[config.mk]
export PLATFORM = sky130hd
export DESIGN_NAME = wb_ctrl
export DESIGN_NICKNAME = d
export VERILOG_FILES = /design/src/rtl/wb_pkg.sv /design/src/rtl/wb_lat_cnt.sv /design/src/rtl/wb_ctrl.sv
export SDC_FILE = /design/constraint.sdc
export NUM_CORES = 1
export LEC_CHECK = 0
export CORE_MARGIN = 2
export CORE_UTILIZATION = 40
export DETAILED_ROUTE_END_ITERATION = 10
export PLACE_DENSITY = 0.84
export SYNTH_ARGS = -nofsm -noshare
export SYNTH_HDL_FRONTEND = slang
export SYNTH_SLANG_ARGS = --single-unit
[constraint.sdc]
create_clock -name clk -period 2.4 [get_ports clk]
set_input_delay 0.48 -clock clk [delete_from_list [all_inputs] [get_ports clk]]
set_output_delay 0.48 -clock clk [all_outputs]
set_load 0.01 [all_outputs]
[src/rtl/wb_pkg.sv]
// ---------------------------------------------------------------------------
// wb_pkg
// Shared definitions for the write-back controller:
//   - destination-select encodings (same encoding on ex_wsel and reg_write)
//   - FSM state encoding for wb_ctrl
//   - upper bound of the data-memory read latency and the width of the
//     latency counter that has to hold it
// ---------------------------------------------------------------------------
package wb_pkg;

    localparam logic [1:0] WSEL_NONE = 2'b00;
    localparam logic [1:0] WSEL_RS   = 2'b01;
    localparam logic [1:0] WSEL_RT   = 2'b10;
    localparam logic [1:0] WSEL_RA   = 2'b11;

    localparam int MEM_LAT_MAX = 15;
    // Wide enough to hold MEM_LAT_MAX - 1.
    localparam int LAT_CNT_W   = 4;

    typedef enum logic {
        WB_IDLE     = 1'b0,
        WB_MEM_WAIT = 1'b1
    } wb_state_e;

    // True when a destination select actually names a register.
    function automatic logic wsel_writes(input logic [1:0] wsel);
        return wsel != WSEL_NONE;
    endfunction

endpackage

[src/rtl/wb_lat_cnt.sv]
// ---------------------------------------------------------------------------
// wb_lat_cnt
// Loadable down-counter with a zero flag. Used by wb_ctrl to time the
// fixed-latency data-memory read.
//
// Ports:
//   clk        in   clock
//   rst        in   asynchronous, active-high reset (count -> 0)
//   clr_i      in   force the count to 0 (highest priority)
//   load_i     in   load load_val_i
//   load_val_i in   value to load
//   en_i       in   decrement by one (holds at 0)
//   zero_o     out  count is 0
// ---------------------------------------------------------------------------
module wb_lat_cnt #(
    parameter int W = 4
) (
    input  logic         clk,
    input  logic         rst,
    input  logic         clr_i,
    input  logic         load_i,
    input  logic [W-1:0] load_val_i,
    input  logic         en_i,
    output logic         zero_o
);

    logic [W-1:0] cnt_q;
    logic [W-1:0] cnt_d;

    always_comb begin
        cnt_d = cnt_q;
        if (clr_i) begin
            cnt_d = '0;
        end else if (load_i) begin
            cnt_d = load_val_i;
        end else if (en_i && (cnt_q != '0)) begin
            cnt_d = cnt_q - W'(1);
        end
    end

    always_ff @(posedge clk or posedge rst) begin
        if (rst) begin
            cnt_q <= '0;
        end else begin
            cnt_q <= cnt_d;
        end
    end

    assign zero_o = (cnt_q == '0);

endmodule

[src/rtl/wb_ctrl.sv]
// ---------------------------------------------------------------------------
// wb_ctrl
// Write-back controller in front of the register file. It is the only
// driver of reg_write/write_data. ALU results are committed on the edge
// after acceptance; loads issue a one-cycle data-memory read strobe, wait
// MEM_LAT cycles in MEM_WAIT (execute stalled), then commit the read data.
//
// Handshake: a transaction transfers on a clock edge where ex_valid and
// ex_ready are both high. ex_ready depends only on state, rst and flush,
// never on ex_valid, and ex_valid may be held or dropped freely while
// ex_ready is low.
//
// Parameters:
//   DATA_W   datapath width
//   ADDR_W   data-memory word-address width
//   MEM_LAT  read latency in cycles, legal range 1..MEM_LAT_MAX (15)
//
// Ports:
//   clk, rst      clock; asynchronous active-high reset
//   ex_valid/ex_ready/ex_wsel/ex_is_load/ex_res/ex_addr  execute-stage input
//   flush         abort the pending load and refuse any offered work
//   mem_rd_en, mem_addr, mem_rd_data                     data-memory read
//   reg_write, write_data                                register-file write
//   dbg_state_o   current FSM state, for observation
//
// Optional build (macro WB_BYPASS_EN):
//   fwd_valid, fwd_wsel, fwd_data  mirror of the register-file write
//   ld_busy                        high while a load is in MEM_WAIT
// ---------------------------------------------------------------------------
module wb_ctrl
    import wb_pkg::*;
#(
    parameter int DATA_W  = 32,
    parameter int ADDR_W  = 10,
    parameter int MEM_LAT = 2
) (
    input  logic              clk,
    input  logic              rst,
    input  logic              ex_valid,
    output logic              ex_ready,
    input  logic [1:0]        ex_wsel,
    input  logic              ex_is_load,
    input  logic [DATA_W-1:0] ex_res,
    input  logic [ADDR_W-1:0] ex_addr,
    input  logic              flush,
    output logic              mem_rd_en,
    output logic [ADDR_W-1:0] mem_addr,
    input  logic [DATA_W-1:0] mem_rd_data,
    output logic [1:0]        reg_write,
    output logic [DATA_W-1:0] write_data,
    output wb_state_e         dbg_state_o
`ifdef WB_BYPASS_EN
    ,
    output logic              fwd_valid,
    output logic [1:0]        fwd_wsel,
    output logic [DATA_W-1:0] fwd_data,
    output logic              ld_busy
`endif
);

    // Counter starts at MEM_LAT-1 so that the zero flag is seen on the
    // MEM_LAT-th edge after acceptance, i.e. MEM_WAIT lasts MEM_LAT cycles.
    localparam logic [LAT_CNT_W-1:0] LAT_INIT = LAT_CNT_W'(MEM_LAT - 1);

    wb_state_e         state_q, state_d;
    logic [1:0]        reg_write_q, reg_write_d;
    logic [DATA_W-1:0] write_data_q, write_data_d;
    logic              mem_rd_en_q, mem_rd_en_d;
    logic [ADDR_W-1:0] mem_addr_q, mem_addr_d;
    logic [1:0]        pend_wsel_q, pend_wsel_d;

    logic accept;
    logic cnt_load, cnt_en, cnt_clr, cnt_zero;

    assign ex_ready = (state_q == WB_IDLE) & ~rst & ~flush;
    assign accept   = ex_valid & ex_ready;

    wb_lat_cnt #(
        .W (LAT_CNT_W)
    ) u_lat_cnt (
        .clk        (clk),
        .rst        (rst),
        .clr_i      (cnt_clr),
        .load_i     (cnt_load),
        .load_val_i (LAT_INIT),
        .en_i       (cnt_en),
        .zero_o     (cnt_zero)
    );

    always_comb begin
        state_d      = state_q;
        reg_write_d  = WSEL_NONE;      // write is a one-cycle pulse
        write_data_d = write_data_q;
        mem_rd_en_d  = 1'b0;           // read strobe is a one-cycle pulse
        mem_addr_d   = mem_addr_q;
        pend_wsel_d  = pend_wsel_q;
        cnt_load     = 1'b0;
        cnt_en       = 1'b0;
        cnt_clr      = 1'b0;

        case (state_q)
            WB_IDLE: begin
                if (accept) begin
                    if (ex_is_load) begin
                        mem_rd_en_d = 1'b1;
                        mem_addr_d  = ex_addr;
                        pend_wsel_d = ex_wsel;
                        cnt_load    = 1'b1;
                        state_d     = WB_MEM_WAIT;
                    end else if (wsel_writes(ex_wsel)) begin
                        reg_write_d  = ex_wsel;
                        write_data_d = ex_res;
                    end
                end
            end
            WB_MEM_WAIT: begin
                // flush wins even on the commit edge: the read data is dropped.
                if (flush) begin
                    cnt_clr = 1'b1;
                    state_d = WB_IDLE;
                end else if (cnt_zero) begin
                    reg_write_d = pend_wsel_q;
                    if (wsel_writes(pend_wsel_q)) begin
                        write_data_d = mem_rd_data;
                    end
                    state_d = WB_IDLE;
                end else begin
                    cnt_en = 1'b1;
                end
            end
            default: begin
                cnt_clr = 1'b1;
                state_d = WB_IDLE;
            end
        endcase
    end

    always_ff @(posedge clk or posedge rst) begin
        if (rst) begin
            state_q      <= WB_IDLE;
            reg_write_q  <= WSEL_NONE;
            write_data_q <= '0;
            mem_rd_en_q  <= 1'b0;
            mem_addr_q   <= '0;
            pend_wsel_q  <= WSEL_NONE;
        end else begin
            state_q      <= state_d;
            reg_write_q  <= reg_write_d;
            write_data_q <= write_data_d;
            mem_rd_en_q  <= mem_rd_en_d;
            mem_addr_q   <= mem_addr_d;
            pend_wsel_q  <= pend_wsel_d;
        end
    end

    assign reg_write   = reg_write_q;
    assign write_data  = write_data_q;
    assign mem_rd_en   = mem_rd_en_q;
    assign mem_addr    = mem_addr_q;
    assign dbg_state_o = state_q;

`ifdef WB_BYPASS_EN
    assign fwd_valid = wsel_writes(reg_write_q);
    assign fwd_wsel  = reg_write_q;
    assign fwd_data  = write_data_q;
    assign ld_busy   = (state_q == WB_MEM_WAIT);
`endif

endmodule

; After elaboration in Yosys (flattened, before gate mapping)
; Cells that the tools add are included.
; W data, S select, Z words.
[classes]
addsub = 1
n_eq_ne = 6
muxes = 25
n_bitwise = 6
reduce_logical = 8
[ops]
columns = cell, n
row1 = $mux W32, 6
row2 = $pmux W32 S2, 1
row3 = $mux W4, 3
row4 = $mux W2, 5
row5 = $mux W1, 8
row6 = $ne A2 B1 Y1 const B, 3
row7 = $ne A2 B2 Y1 const B, 3
row8 = $reduce_and A6 Y1, 1
row9 = $logic_not A4 Y1, 1
row10 = $pmux W2 S2, 1
row11 = $reduce_bool A2 Y1, 2
row12 = $reduce_bool A4 Y1, 1
row13 = $sub A4 B1 Y4 const B, 1
row14 = $and A1 B1 Y1, 3
row15 = $not A1 Y1, 3
row16 = $reduce_and A3 Y1, 1
row17 = $reduce_bool A3 Y1, 1
row18 = $pmux W1 S2, 1
row19 = $logic_and A1 B1 Y1, 1
[word_totals]
reg_bits = 52
inputBits = 81

; Logic depth before layout (Yosys ltp)
; Gate-level depths: netlist of run 1.
[depth]
depth_word = 8
depth_mapped = 7
mapped_depth_nobuf = 6

; Cells and area by module
; From an unflattened synthesis of run 1, not the netlist that was laid out.
[hier_totals]
cells_unflattened = 181
area_unflattened_um2 = 2558.7
[modules_own_cells]
columns = module, n_inst, cells_each, area_per_inst_um2
row1 = wb_ctrl, 1, 150, 2259.7
row2 = wb_lat_cnt, 1, 31, 299.0

; Worst setup path before layout of run 1
; Ideal clock, no wire load.
[synth_timing]
kind = flip-flop to flip-flop
startpoint = register u_lat_cnt.cnt_q[0]
endpoint = register write_data_q[0], in the netlist write_data[0]
setup_time_ns = 0.125
arrival_time_ns = 1.889
t_required_ns = 2.275
setup_slack_ns = 0.386
path_stages_with_launch = 8
n_path_buf = 1
period_less_slack_ns = 2.014
cell_sequence = dfrtp_1 inv_1 ha_1 nor3b_4 o21ai_1 a2111o_1 buf_6 mux2_4
[synth_between]
elab_chain_cells = 3
[synth_rtl]
columns = element, line
row1 = start: declaration, wb_lat_cnt.sv:27  ; logic [W-1:0] cnt_q;
row2 = start signal: assignment, wb_lat_cnt.sv:45  ; cnt_q <= cnt_d;
row3 = $logic_not A4 Y1, wb_lat_cnt.sv:49  ; assign zero_o = (cnt_q == '0);
row4 = $ne A2 B1 Y1 (no source line), --
row5 = $reduce_and A6 Y1 (no source line), --
row6 = end signal: assignment, wb_ctrl.sv:149  ; write_data_q <= write_data_d;
row7 = end: declaration, wb_ctrl.sv:67  ; logic [DATA_W-1:0] write_data_q, write_data_d;
; Every way passes these cells.
; A chain may end at the register's enable or synchronous reset.

; Worst setup path in the final report of run 1
[layout_timing]
startpoint = input rst
endpoint = output ex_ready
[layout_between]
elab_chain_cells = 3
[layout_rtl]
columns = element, line
row1 = start: declaration, wb_ctrl.sv:38  ; input logic rst,
row2 = $not A1 Y1, wb_ctrl.sv:75  ; assign ex_ready = (state_q == WB_IDLE) & ~rst & ~flush;
row3 = $and A1 B1 Y1 (2 in series), wb_ctrl.sv:75
row4 = end: declaration, wb_ctrl.sv:40  ; output logic ex_ready,
; Every way passes these cells.

==> implementation parameters, run 1 <==
Parameter                              Value

Clock tree
  Number of buffers between clock root and the deepest sink    2
  Number of buffers added by the clock tree synthesis step    5
  Master cell of the clock root buffer    clkbuf_8
  Number of cells upsized or downsized after cts    0
  Buffers inserted during post-CTS setup optimization    0
  Hold buffer count at cts    0
  Clock latency of the later-clocked register in the worst-skew pair    290 ps
  Total clock sinks    52
  TritonCTS clock tree    yes
  Number of H-tree levels    2
  CTS clk-pin slew, worst paths    90 ps

Worst setup path
  Type of origin of the critical path    input pin
  Largest fanout on the critical path    3
  Arrival time worst endpoint    1740 ps
  Critical path class    in2out
  Type of destination of the critical path    output pin
  Worst Reg-to-Reg Cells    7
  Critical Path RT    1920 ps

Die
  Number of placement rows    29
  Placeable core area    6310 um2
  Die height    84.7 um
  Initial core utilization    41.3%
  IO Pins    128
  Die area    7180 um2
  Die Span X    84.7 um

Pwr
  Clk network pwr share    13.5%
  Combinational share of power    45.1%
  Power density over the cells    833 nW/um2
  Leak Pwr    0.00183 uW
  Switching power of the nets    975 uW
  Maximum vdd ir drop    476 uV
  Total power    3390 uW
  Internal power summed over all cells    2420 uW
  Part of the power in registers    41.4%
  Net switching fraction of the power    28.7%

Min path
  Class of the tightest hold or removal check    reg2reg
  Worst hold path stage count    2

Synthesis
  Post-Syn Area    2610 um2
  Synth top area cells    dfrtp_1 50%, mux2_4 17%, mux2_2 15%
  Cell type contributing the most total cell area after synthesis    dfrtp_1
  Count of synthesis-stage warnings from yosys    0
  Post-Synthesis Cells    207
  Average cell area after synthesis    12.6 um2
  Synthesized net count    290
  Sequential-to-total area share from yosys stat    49.9%
  Post-synthesis cell type count    27
  Register bit total from synthesis    52
  Top-area cell type share of the netlist area    49.9%

STA
  Top achievable clock speed    451 MHz
  Final sum of negative setup slack    0 ps
  Slew Limit Fails    0
  Unrepaired setup endpoints after global routing    false
  Portion of the clock cycle consumed by the worst path in the final layout    92.3%
  Final setup violation count    0
  Tmin final    2220 ps
  Final setup skew    8.31 ps
  Actual transition at the worst max-transition pin    497 ps
  Hold Vio Cnt, Final    0
  Normalized max-slew margin    66.8%

Final layout
  Synth-to-Final Area Change    56.1%
  Ant diodes    0
  Filler cells    504
  Post-route standard cell area excluding fillers    4070 um2
  Ratio of cells with drive above 1 in the final layout    24.5%
  Net count, final    422
  Post-layout instance count excluding filler cells    416

Placement
  Final RePlAce weighted congestion    0.747
  Half-perimeter wire length after placement    4520 um
  Placed Cells    409
  Total cell area at the placement stage    3990 um2
  Number of buffer cells added on primary ports    127

Routing
  Antenna Nets Post-Route    0
  Final Routed Wirelength    5930 um
  Vias after detailed routing    2026
  Number of search-and-repair iterations in the first detailed-routing pass    3
  Post-detailed-route via-to-cell ratio    4.87
  Wirelength per Cell    14.2 um
  Initial detailed-routing violation count    91
  Count of unresolved DRC violations after routing    0

Job
  Total of max-cap violations    0

Global routing
  Pin count of the biggest net entering global routing    33
  Number of global-route vias before repair    2070
  Initial antenna violation count    0
  Global-route wire length before repair    10100 um
  Total gr overflow    0
  Global routing usage summed across all routing layers    17.4%

Run status
  Status    finished clean
## Yosys cell counts
library cell and count:
nand3b_1 3, nand2b_1 3, ha_1 2, mux2_4 30, nor2b_1 3, nor3b_1 1
nand3_1 5, a21oi_1 3, nand2_1 37, nor4_1 1, nor3_1 3, xnor2_1 1
o21ai_0 2, o21ai_1 1, mux2_2 34, clkbuf_1 6, buf_1 2, inv_1 5
o21a_1 1, dfrtp_1 52, a22oi_1 1, nor3b_4 1, buf_6 3, a2111o_1 1
a31oi_1 1, nor2_1 4, o31ai_1 1
## flip-flops by register name, indices dropped and copies added (netlist names)
name,flops
write_data,32
mem_addr,10
u_lat_cnt.cnt_q,4
pend_wsel_q,2
reg_write,2
dbg_state_o,1
mem_rd_en,1
## stage by stage
stage	worst slack (ps)	utilization [%]	hold WS, ps
after floorplan	386	-	468
after global placement	50.0	63.3	456
after detailed placement	10.6	63.3	462
after CTS	187	64.5	484
after global routing	100	64.5	507
final	185	64.5	485
## worst max-delay path, cell delays in order
cell and delay, ps:
clkdlybuf4s50_1 420, buf_4 150, nor3_1 120, clkdlybuf4s50_1 560
## worst paths after layout
path	to	from	slack, ps
setup / recovery	ex_ready	rst	180
hold / removal	mem_addr[2]$_DFFE_PP0P_	mem_addr[2]$_DFFE_PP0P_	480
setup reg to reg	write_data[12]$_DFFE_PP0P_	u_lat_cnt.cnt_q[0]$_DFFE_PP0P_	280
hold reg to reg	mem_addr[2]$_DFFE_PP0P_	mem_addr[2]$_DFFE_PP0P_	480
max in group asynchronous	write_data[29]$_DFFE_PP0P_	rst	1090
min in group asynchronous	pend_wsel_q[1]$_DFFE_PP0P_	rst	680
## cell usage in the layout (no fill, tap or decap), drive strengths merged
master         instances
o21a                   1
clkbuf                 6
mux2                  64
o31ai                  1
a21oi                  3
nand2                 37
inv                    5
nand3b                 3
nor4                   1
nor2b                  3
nor3                   3
clkdlybuf4s50        127
a31oi                  1
nor2                   4
nor3b                  2
a2111o                 1
a22oi                  1
o21ai                  3
xnor2                  1
nand3                  5
dfrtp                 52
nand2b                 3
buf                    9
clkinv                 1
ha                     2
## cell type report
cell class | count | area [um2] | share of cell area, %
flip-flops and latches | 52 | 1300 | 32.0
clock buffers | 6 | 72.6 | 1.78
repair buffers | 136 | 1350 | 33.2
well taps | 77 | 96.3 | 2.37
multi-input cells | 139 | 1220 | 30.1
clock inverters | 1 | 5.00 | 0.123
inverters | 5 | 18.8 | 0.461
## per-layer routing
layer | up-vias | part of all wire [%] | GRT usage (%)
met5 | - | 0 | 0
met4 | 0 | 0.79 | 4.33
met3 | 5 | 6.7 | 4.23
met2 | 68 | 53 | 30.3
met1 | 989 | 39 | 21.8
li1 | 964 | - | -
## power groups by stage
| stage | clock (uW) | combinational (uW) | sequential (uW) |
|---|---|---|---|
| 2_1_floorplan | 0 | 621 | 1510 |
| 3_3_place_gp | 0 | 1510 | 1410 |
| 3_5_place_dp | 0 | 1550 | 1410 |
| 4_1_cts | 477 | 1550 | 1410 |
| 5_1_grt | 515 | 1640 | 1460 |
| 6_report | 458 | 1530 | 1400 |
## logic make-up after synthesis
group | count (synthesis) | share of synthesized area (%)
xor+xnor | 1 | 0.336
simple gates | 61 | 11.0
fa+ha+maj | 2 | 0.960
flops | 52 | 49.9
compound gates | 11 | 2.69
mux | 64 | 32.0
buf+inv | 16 | 3.17
Power figures use the tool's default switching activity.
==> inputs of run 2 (changes only) <==
CELL_PAD_IN_SITES_DETAIL_PLACEMENT = 2   (was default)
CELL_PAD_IN_SITES_GLOBAL_PLACEMENT = 2   (was default)
CORE_UTILIZATION = 25   (was 40)
PLACE_DENSITY = 0.85   (was 0.84)
==> run 2 against run 1 <==
  * Maximum frequency decreased by 2.4%
  * Design area increased by 4.3%
  * Die area increased by 57%
  * Sequential power about the same
  * Cell count increased by 15%
  * Via count increased by 3.1%
  * Core utilization decreased by 23 points
==> implementation parameters, run 2 (same netlist as run 1, synthesis figures left out) <==
Parameter                              Value

Worst setup path
  Critical path class    in2out
  Critical Path RT    1920 ps
  Largest fanout on the critical path    3
  Arrival time worst endpoint    1790 ps
  Type of origin of the critical path    input pin
  Type of destination of the critical path    output pin
  Worst Reg-to-Reg Cells    7

Placement
  Half-perimeter wire length after placement    6440 um
  Final RePlAce weighted congestion    0.744
  Number of buffer cells added on primary ports    127

Global routing
  Global routing usage summed across all routing layers    14.7%
  Global-route wire length before repair    13100 um
  Total gr overflow    0
  Initial antenna violation count    0
  Number of global-route vias before repair    2490
  Pin count of the biggest net entering global routing    23

STA
  Portion of the clock cycle consumed by the worst path in the final layout    94.6%
  Normalized max-slew margin    66.4%
  Actual transition at the worst max-transition pin    503 ps
  Final setup skew    14.9 ps
  Final setup violation count    0
  Slew Limit Fails    0
  Unrepaired setup endpoints after global routing    false
  Top achievable clock speed    441 MHz
  Hold Vio Cnt, Final    0
  Tmin final    2270 ps

Final layout
  Leading cell types in the layout, fill and taps excluded    127 x clkdlybuf4s50_1, 51 x dfrtp_1, 37 x nand2_1
  Flip-flop count of the largest register after layout    32
  Net count, final    425
  Synth-to-Final Area Change    62.9%
  Ratio of cells with drive above 1 in the final layout    25.4%
  Utilization of the core after routing    41.5%
  Leading cell type in the layout, fill and taps excluded    clkdlybuf4s50_1
  Ant diodes    0

Clock tree
  Number of buffers added by the clock tree synthesis step    5
  Number of buffers between clock root and the deepest sink    2
  Clock latency of the later-clocked register in the worst-skew pair    310 ps
  Buffers inserted during post-CTS setup optimization    0
  Number of cells upsized or downsized after cts    0
  Total clock sinks    52
  Master cell of the clock root buffer    clkbuf_8
  Hold buffer count at cts    0
  TritonCTS clock tree    yes
  Number of H-tree levels    2
  CTS clk-pin slew, worst paths    100 ps

Pwr
  Total power    3720 uW
  Switching power of the nets    1070 uW
  Internal power summed over all cells    2640 uW
  Net switching fraction of the power    28.8%
  Leak Pwr    0.00188 uW
  Maximum vdd ir drop    352 uV
  Combinational share of power    42.6%
  Clk network pwr share    19.2%
  Part of the power in registers    38.2%
  Power density over the cells    875 nW/um2

Die
  Die Span X    106 um
  Initial core utilization    25.5%
  Number of placement rows    37
  Placeable core area    10200 um2
  IO Pins    128
  Die height    106 um
  Die area    11300 um2

Routing
  Post-detailed-route via-to-cell ratio    4.36
  Number of search-and-repair iterations in the first detailed-routing pass    4
  Count of unresolved DRC violations after routing    0
  Antenna Nets Post-Route    0
  Final Routed Wirelength    8150 um
  Vias after detailed routing    2088
  Wirelength per Cell    17.0 um
  Initial detailed-routing violation count    34

Run status
  Status    finished clean

Job
  Total of max-cap violations    0

Min path
  Class of the tightest hold or removal check    reg2reg
  Worst hold path stage count    2
[run 2: changes by cell type in the layout (fill, tap and decap cells not counted)]
cell / previous run / this run
buf_12: 1 / 3
bufinv_16: 0 / 2
buf_4: 8 / 9
clkinv_2: 1 / 0
[run 2: worst max-delay path, stage by stage]
cell and delay [ps]:
clkdlybuf4s50_1 510, nor3_1 230, clkdlybuf4s50_1 570
[run 2: metal layers]
| layer | wire length, um | GRT usage, % | share of wire [%] | up-vias |
|---|---|---|---|---|
| met5 | 0 | 0 | 0 | - |
| met4 | 46 | 2.26 | 0.56 | 0 |
| met3 | 558 | 4.48 | 6.8 | 6 |
| met2 | 4470 | 28.7 | 55 | 71 |
| met1 | 3080 | 15.5 | 38 | 1034 |
| li1 | - | - | - | 977 |
[run 2: final cells by class]
cell class / count / area (um2)
multi-input cells: 139 / 1220
well taps: 136 / 170
clock buffers: 6 / 72.6
repair buffers: 139 / 1400
flip-flops and latches: 52 / 1300
fillers: 1062 / 5980
clock inverters: 2 / 60.1
inverters: 5 / 18.8
[run 2: metrics by stage]
| stage | hold slack, ps | setup TNS (ps) | std cells | worst slack (ps) | cell area [um2] |
|---|---|---|---|---|---|
| floorplan | 468 | 0 | 207 | 386 | 2610 |
| global route | 525 | 0 | 479 | 86.9 | 4250 |
| CTS | 496 | 0 | 479 | 115 | 4250 |
| global placement | 459 | -42.7 | 471 | -3.96 | 4120 |
| detailed placement | 472 | -358 | 471 | -24.4 | 4120 |
| finish | 489 | 0 | 479 | 130 | 4250 |
[run 2: final timing paths]
path,endpoint,from,slack (ps)
max,ex_ready,flush,130
min,mem_addr[0]$_DFFE_PP0P_,mem_addr[0]$_DFFE_PP0P_,490
max reg2reg,write_data[16]$_DFFE_PP0P_,u_lat_cnt.cnt_q[1]$_DFFE_PP0P_,220
min reg2reg,mem_addr[0]$_DFFE_PP0P_,mem_addr[0]$_DFFE_PP0P_,490
max in group asynchronous,write_data[2]$_DFFE_PP0P_,rst,1190
min in group asynchronous,mem_addr[8]$_DFFE_PP0P_,rst,660
[run 2: power groups by stage]
stage               clock network [uW]  registers [uW]  logic, uW
floorplan                            0            1510        621
detailed placement                   0            1430       1620
global route                       763            1470       1700
global placement                     0            1410       1540
finish                             714            1420       1580
CTS                                740            1430       1620
==> patch 1: new RTL, settings of run 2 <==
Make the reset (`rst`) synchronous in 2 clocked blocks. Comments in the files are not updated.
--- a/src/rtl/wb_lat_cnt.sv
+++ b/src/rtl/wb_lat_cnt.sv
@@ -40,3 +40,3 @@
 
-    always_ff @(posedge clk or posedge rst) begin
+    always_ff @(posedge clk) begin
         if (rst) begin
--- a/src/rtl/wb_ctrl.sv
+++ b/src/rtl/wb_ctrl.sv
@@ -137,3 +137,3 @@
 
-    always_ff @(posedge clk or posedge rst) begin
+    always_ff @(posedge clk) begin
         if (rst) begin
Check against the original RTL: differs if rst is asserted again (counterexample within 4 cycles, from zero or initial values and one cycle with rst high); with rst held inactive, the same outputs for 4 cycles.
==> patch 1 against run 2 <==
- routed wire length decreased by 0.90%
- area after synthesis rose by 2.0%
- sequential cell count is the same
- design area fell by 0.97%
- final cell count up 11%
- setup slack improved by 0.0079 ns
- clock skew down 0.0020 ns
- critical path type unchanged
Power is not compared: it rests on default switching activity, and its combinational part moved more than twofold at a synthesized area within 25%.
==> patch 1: results (changes against run 2) <==
| Metric | Value |
|---|---|
| Status | `complete, no violations` |
| Total CTS buffers | `5 (unchanged)` |
| GRT Resource Usage Total | `14.04% (-0.62 points)` |
| Wire length of the first global-routing pass | `12920 um (-1.1%)` |
| Post-synthesis sequential area ratio | `39.15% (-11 points)` |
| Clock latency on the worst-skew pair | `0.30 ns` |
| Async S/R FF share, synth | `0% (-100 points)` |
| CP delay by family, top | `buffers and inverters` |
| Area leader, netlist | `dfxtp_1` |
| Dpl cell area | `0.004106 mm^2 (-0.21%)` |
| Post-DR wirelength/cell | `15.13 um (-11%)` |
| Static Leak | `around 1.7 nW` |
| Arr. time, crit path | `approximately 1.8 ns` |
| Worst r2r src | `u_lat_cnt.cnt_q[0]` |
| Clock transition at path regs | `0.11 ns` |
| Syn Nets | `354 (+22%)` |
| Crit path largest cell delay | `0.58 ns` |
| Crit path max fanout | `6 (+3)` |
| Largest register FFs | `32 (unchanged)` |
| Top cells by area, synth | `dfxtp_1 39%, mux2_4 17%, mux2i_1 12%` |
| Yosys warns | `0 (unchanged)` |
| Initial DRC count | `73 (+110%)` |
| Final nets | `479 (+13%)` |
| Int Pwr | `0.001361 W` |
| Setup Buffers After CTS | `0 (unchanged)` |
| H-Tree Depth | `2 (unchanged)` |
| Library cells used by synthesis | `32 (+19%)` |
| Layout cell share with drive strength beyond 1 | `13.32% (-12 points)` |
| Setup Skew | `0.01289 ns (-0.002046 ns)` |
| R2R cell count | `7 (unchanged)` |
| Clock Path Buffers | `2 (unchanged)` |
| Pre-Repair DR Iteration Count | `4 (unchanged)` |
| ANT cells | `0 (unchanged)` |
| Clock Root Buffer | `clkbuf_8` |
| Slew margin rel. | `69.53% (+3.1 points)` |
| Number of stages on the worst hold path | `2 (unchanged)` |
| I/O Buffers | `127 (unchanged)` |
| VDD IR-drop max | `0.2409 mV` |
| Vias | `2348 (+12%)` |
| Largest net degree at the start of global routing | `49 (+110%)` |
| Post-cts resize count | `0 (unchanged)` |
| Type of the worst min-delay path | `flop to flop` |
| FF-to-FF setup slack | `0.34 ns (+0.12 ns)` |
| Final Wtd Congestion | `0.7348 (-1.3%)` |
| HPWL Detailed | `6316 um (-1.9%)` |
| Pre-CTS setup slack | `-0.05598 ns (-0.03160 ns)` |
| Post-synth top cells | `52 x dfxtp_1, 39 x nor2_1, 33 x nor2b_1` |
| Critical hold path startpoint | `mem_addr[7]` |
| Crit-path slowest cell | `clkdlybuf4s50_1` |
| Initial antenna violation count | `0 (unchanged)` |
| Grt ovf | `0 (unchanged)` |
| R2r endpoint | `write_data[14]` |
| Vias in the first global route | `2628 (+5.5%)` |
| Worst Hold Endpoint | `mem_addr[7]` |
## patch 1: worst max-delay path by stage
stage,end,slack (ns),from,cells after the start
2_1_floorplan,write_data[0],0.50,rst,5
3_3_place_gp,write_data[14],0.0004,ex_valid,6
3_5_place_dp,write_data[15],-0.06,ex_valid,6
4_1_cts,ex_ready,0.12,flush,4
5_1_grt,ex_ready,0.10,flush,4
6_report,ex_ready,0.14,flush,4
## patch 1: worst min-delay path, stage by stage, from the launching register on
cell and delay [ns]:
dfxtp_1 0.33, nand3b_1 0.08, nand2_1 0.05
## patch 1: cells by family after synthesis
| logic type | after synthesis | share of synthesized area [%] |
|---|---|---|
| fa+ha+maj | 1 | 0.4705 |
| buf+inv | 22 | 4.094 |
| xor+xnor | 3 | 0.9884 |
| compound gates | 10 | 2.541 |
| flops | 52 | 39.15 |
| mux | 64 | 29.84 |
| simple gates | 120 | 22.92 |
## patch 1: layout make-up
type                    count  area, um^2
multi-input cells         198        1516
clock inverters             2       17.52
well taps                 136       170.2
inverters                   3       11.26
repair buffers            137        1366
flip-flops and latches     52        1042
fillers                  1115        6117
clock buffers               6       82.58
## patch 1: through the flow
step	TNS, ns	power (W)	std cells	util, %	hold WS [ns]
2_1_floorplan	0	0.001065	272	-	0.4624
3_3_place_gp	0	0.001274	526	39.78	0.4585
3_5_place_dp	-0.6958	0.001288	526	39.78	0.4692
4_1_cts	0	0.001852	534	40.75	0.4927
5_1_grt	0	0.001917	534	40.75	0.5212
6_report	0	0.001810	534	40.75	0.4887
## patch 1: power by group through the flow
stage	Clock (W)	Combinational [W]	Sequential, W
2_1_floorplan	0	0.000135	0.000930
3_3_place_gp	0	0.000355	0.000920
5_1_grt	0.000620	0.000392	0.000905
4_1_cts	0.000581	0.000369	0.000902
6_report	0.000547	0.000361	0.000901
3_5_place_dp	0	0.000367	0.000921
## patch 1: metal layers
| metal | vias up | share of wire, % | global-route usage (%) |
|---|---|---|---|
| met4 | 0 | 0.38 | 2.226 |
| met1 | 1118 | 42 | 16.59 |
| met5 | - | 0 | 0 |
| met2 | 78 | 50 | 25.05 |
| met3 | 2 | 8.5 | 4.620 |
| li1 | 1150 | - | - |
==> patch 2: new RTL, settings of run 2 <==
Without the edit above. `ADDR_W`: 10 -> 9.
--- a/src/rtl/wb_ctrl.sv
+++ b/src/rtl/wb_ctrl.sv
@@ -33,3 +33,3 @@
     parameter int DATA_W  = 32,
-    parameter int ADDR_W  = 10,
+    parameter int ADDR_W  = 9,
     parameter int MEM_LAT = 2
Ports: changed (resized ex_addr and mem_addr); port bits go from 128 to 126. The function was not compared with the original's and may differ.
==> patch 2 against run 2 <==
- design area fell by 2.9%
- sequential power down 3%
- total power is 3.1% lower
- critical endpoint unchanged
- largest cell class unchanged
- clock skew shrank 0.0049 ns
- area after synthesis decreased by 2.1%
- sequential cell count down 1
- setup slack improved by 0.034 ns
- routed wire length down 2.0%
- maximum frequency rose by 1.5%
==> patch 2: results (changes against run 2) <==
| Metric | Value |
|---|---|
| VDD IR-drop max | `0.2970 mV (-16%)` |
| Arr. time, crit path | `1.76 ns (-0.03 ns)` |
| Post-synthesis sequential area ratio | `50.00% (+0.096 points)` |
| CP Launch Point | `rst` |
| Routed met1 length | `3098 um (+0.72%)` |
| Top cells by area, synth | `dfrtp_1 50%, mux2_4 18%, mux2_2 15%` |
| Status | `complete, no violations` |
| Dpl cell area | `0.004008 mm^2 (-2.6%)` |
| Final nets | `414 (-2.6%)` |
| FF-to-FF setup slack | `0.24 ns (+0.02 ns)` |
| WHS | `0.4968 ns (+0.008225 ns)` |
| Setup Skew | `0.01005 ns (-0.004889 ns)` |
| Post-Place Cells | `458 (-2.8%)` |
| Library cells used by synthesis | `28 (+3.7%)` |
| DRT Wirelength | `7989 um (-2.0%)` |
| Post-synthesis area per instance | `12.70 um^2 (+0.81%)` |
| Fillcell total | `1010 (-4.9%)` |
| Syn Nets | `283 (-2.4%)` |
| Met2 routed WL | `4374 um (-2.2%)` |
| Worst r2r src | `u_lat_cnt.cnt_q[0]` |
| Wire length of the first global-routing pass | `13220 um (+1.3%)` |
| Tmin final | `2.236 ns (-0.03395 ns)` |
| Post-DR wirelength/cell | `17.14 um (+0.72%)` |
| Layout cell share with drive strength beyond 1 | `26.13% (+0.76 points)` |
| Critical hold path startpoint | `mem_addr[5]` |
## patch 2: cell count changes after synthesis, moves of 2 or more
| cell | run 2 | this run |
|---|---|---|
| nor2b_1 | 3 | 1 |
| nand2_1 | 37 | 35 |
| nand2b_1 | 3 | 1 |
| nand3b_1 | 3 | 1 |
| nand3_1 | 5 | 7 |
## patch 2: area by class of cell
class / count / area, um^2 / area share (%)
inverters: 6 / 22.52 / 0.5460
well taps: 133 / 166.4 / 4.034
clock inverters: 2 / 35.03 / 0.8493
clock buffers: 6 / 82.58 / 2.002
repair buffers: 135 / 1351 / 32.76
flip-flops and latches: 51 / 1277 / 30.97
multi-input cells: 133 / 1190 / 28.84
## patch 2: cell families (layout without fill, tap and decap cells)
| family | after synthesis | count (layout) | share of synthesized area (%) |
|---|---|---|---|
| adders and majority gates | 2 | 2 | 0.9802 |
| AOI/OAI and AO/OA | 10 | 10 | 2.402 |
| DFF | 51 | 51 | 50.00 |
| muxes | 64 | 64 | 32.65 |
| xor gates and xnor gates | 1 | 1 | 0.3432 |
| buffers and inverters | 17 | 149 | 3.431 |
| and+or+nand+nor | 56 | 56 | 10.20 |
## patch 2: per-layer routing
metal	up-vias	GRT usage [%]
met4	0	3.143
met5	-	0
met1	1038	16.67
li1	948	-
met3	4	3.993
met2	63	28.39
## patch 2: worst min-delay path: cells and delay by family (launching register included)
family           cells  cell delay [ns]
and+or+nand+nor      2             0.11
DFF                  1             0.36
## patch 2: worst paths after layout
check	to
max	ex_ready
min	mem_addr[5]
max reg2reg	write_data[2]
min reg2reg	mem_addr[5]
max in group asynchronous	write_data[4]
min in group asynchronous	mem_addr[6]
## patch 2: power breakdown
part	internal, W	total (W)	switching, W
logic	0.00103	0.00159	0.000559
clock network	0.000338	0.000626	0.000289
registers	0.00117	0.00138	0.000217
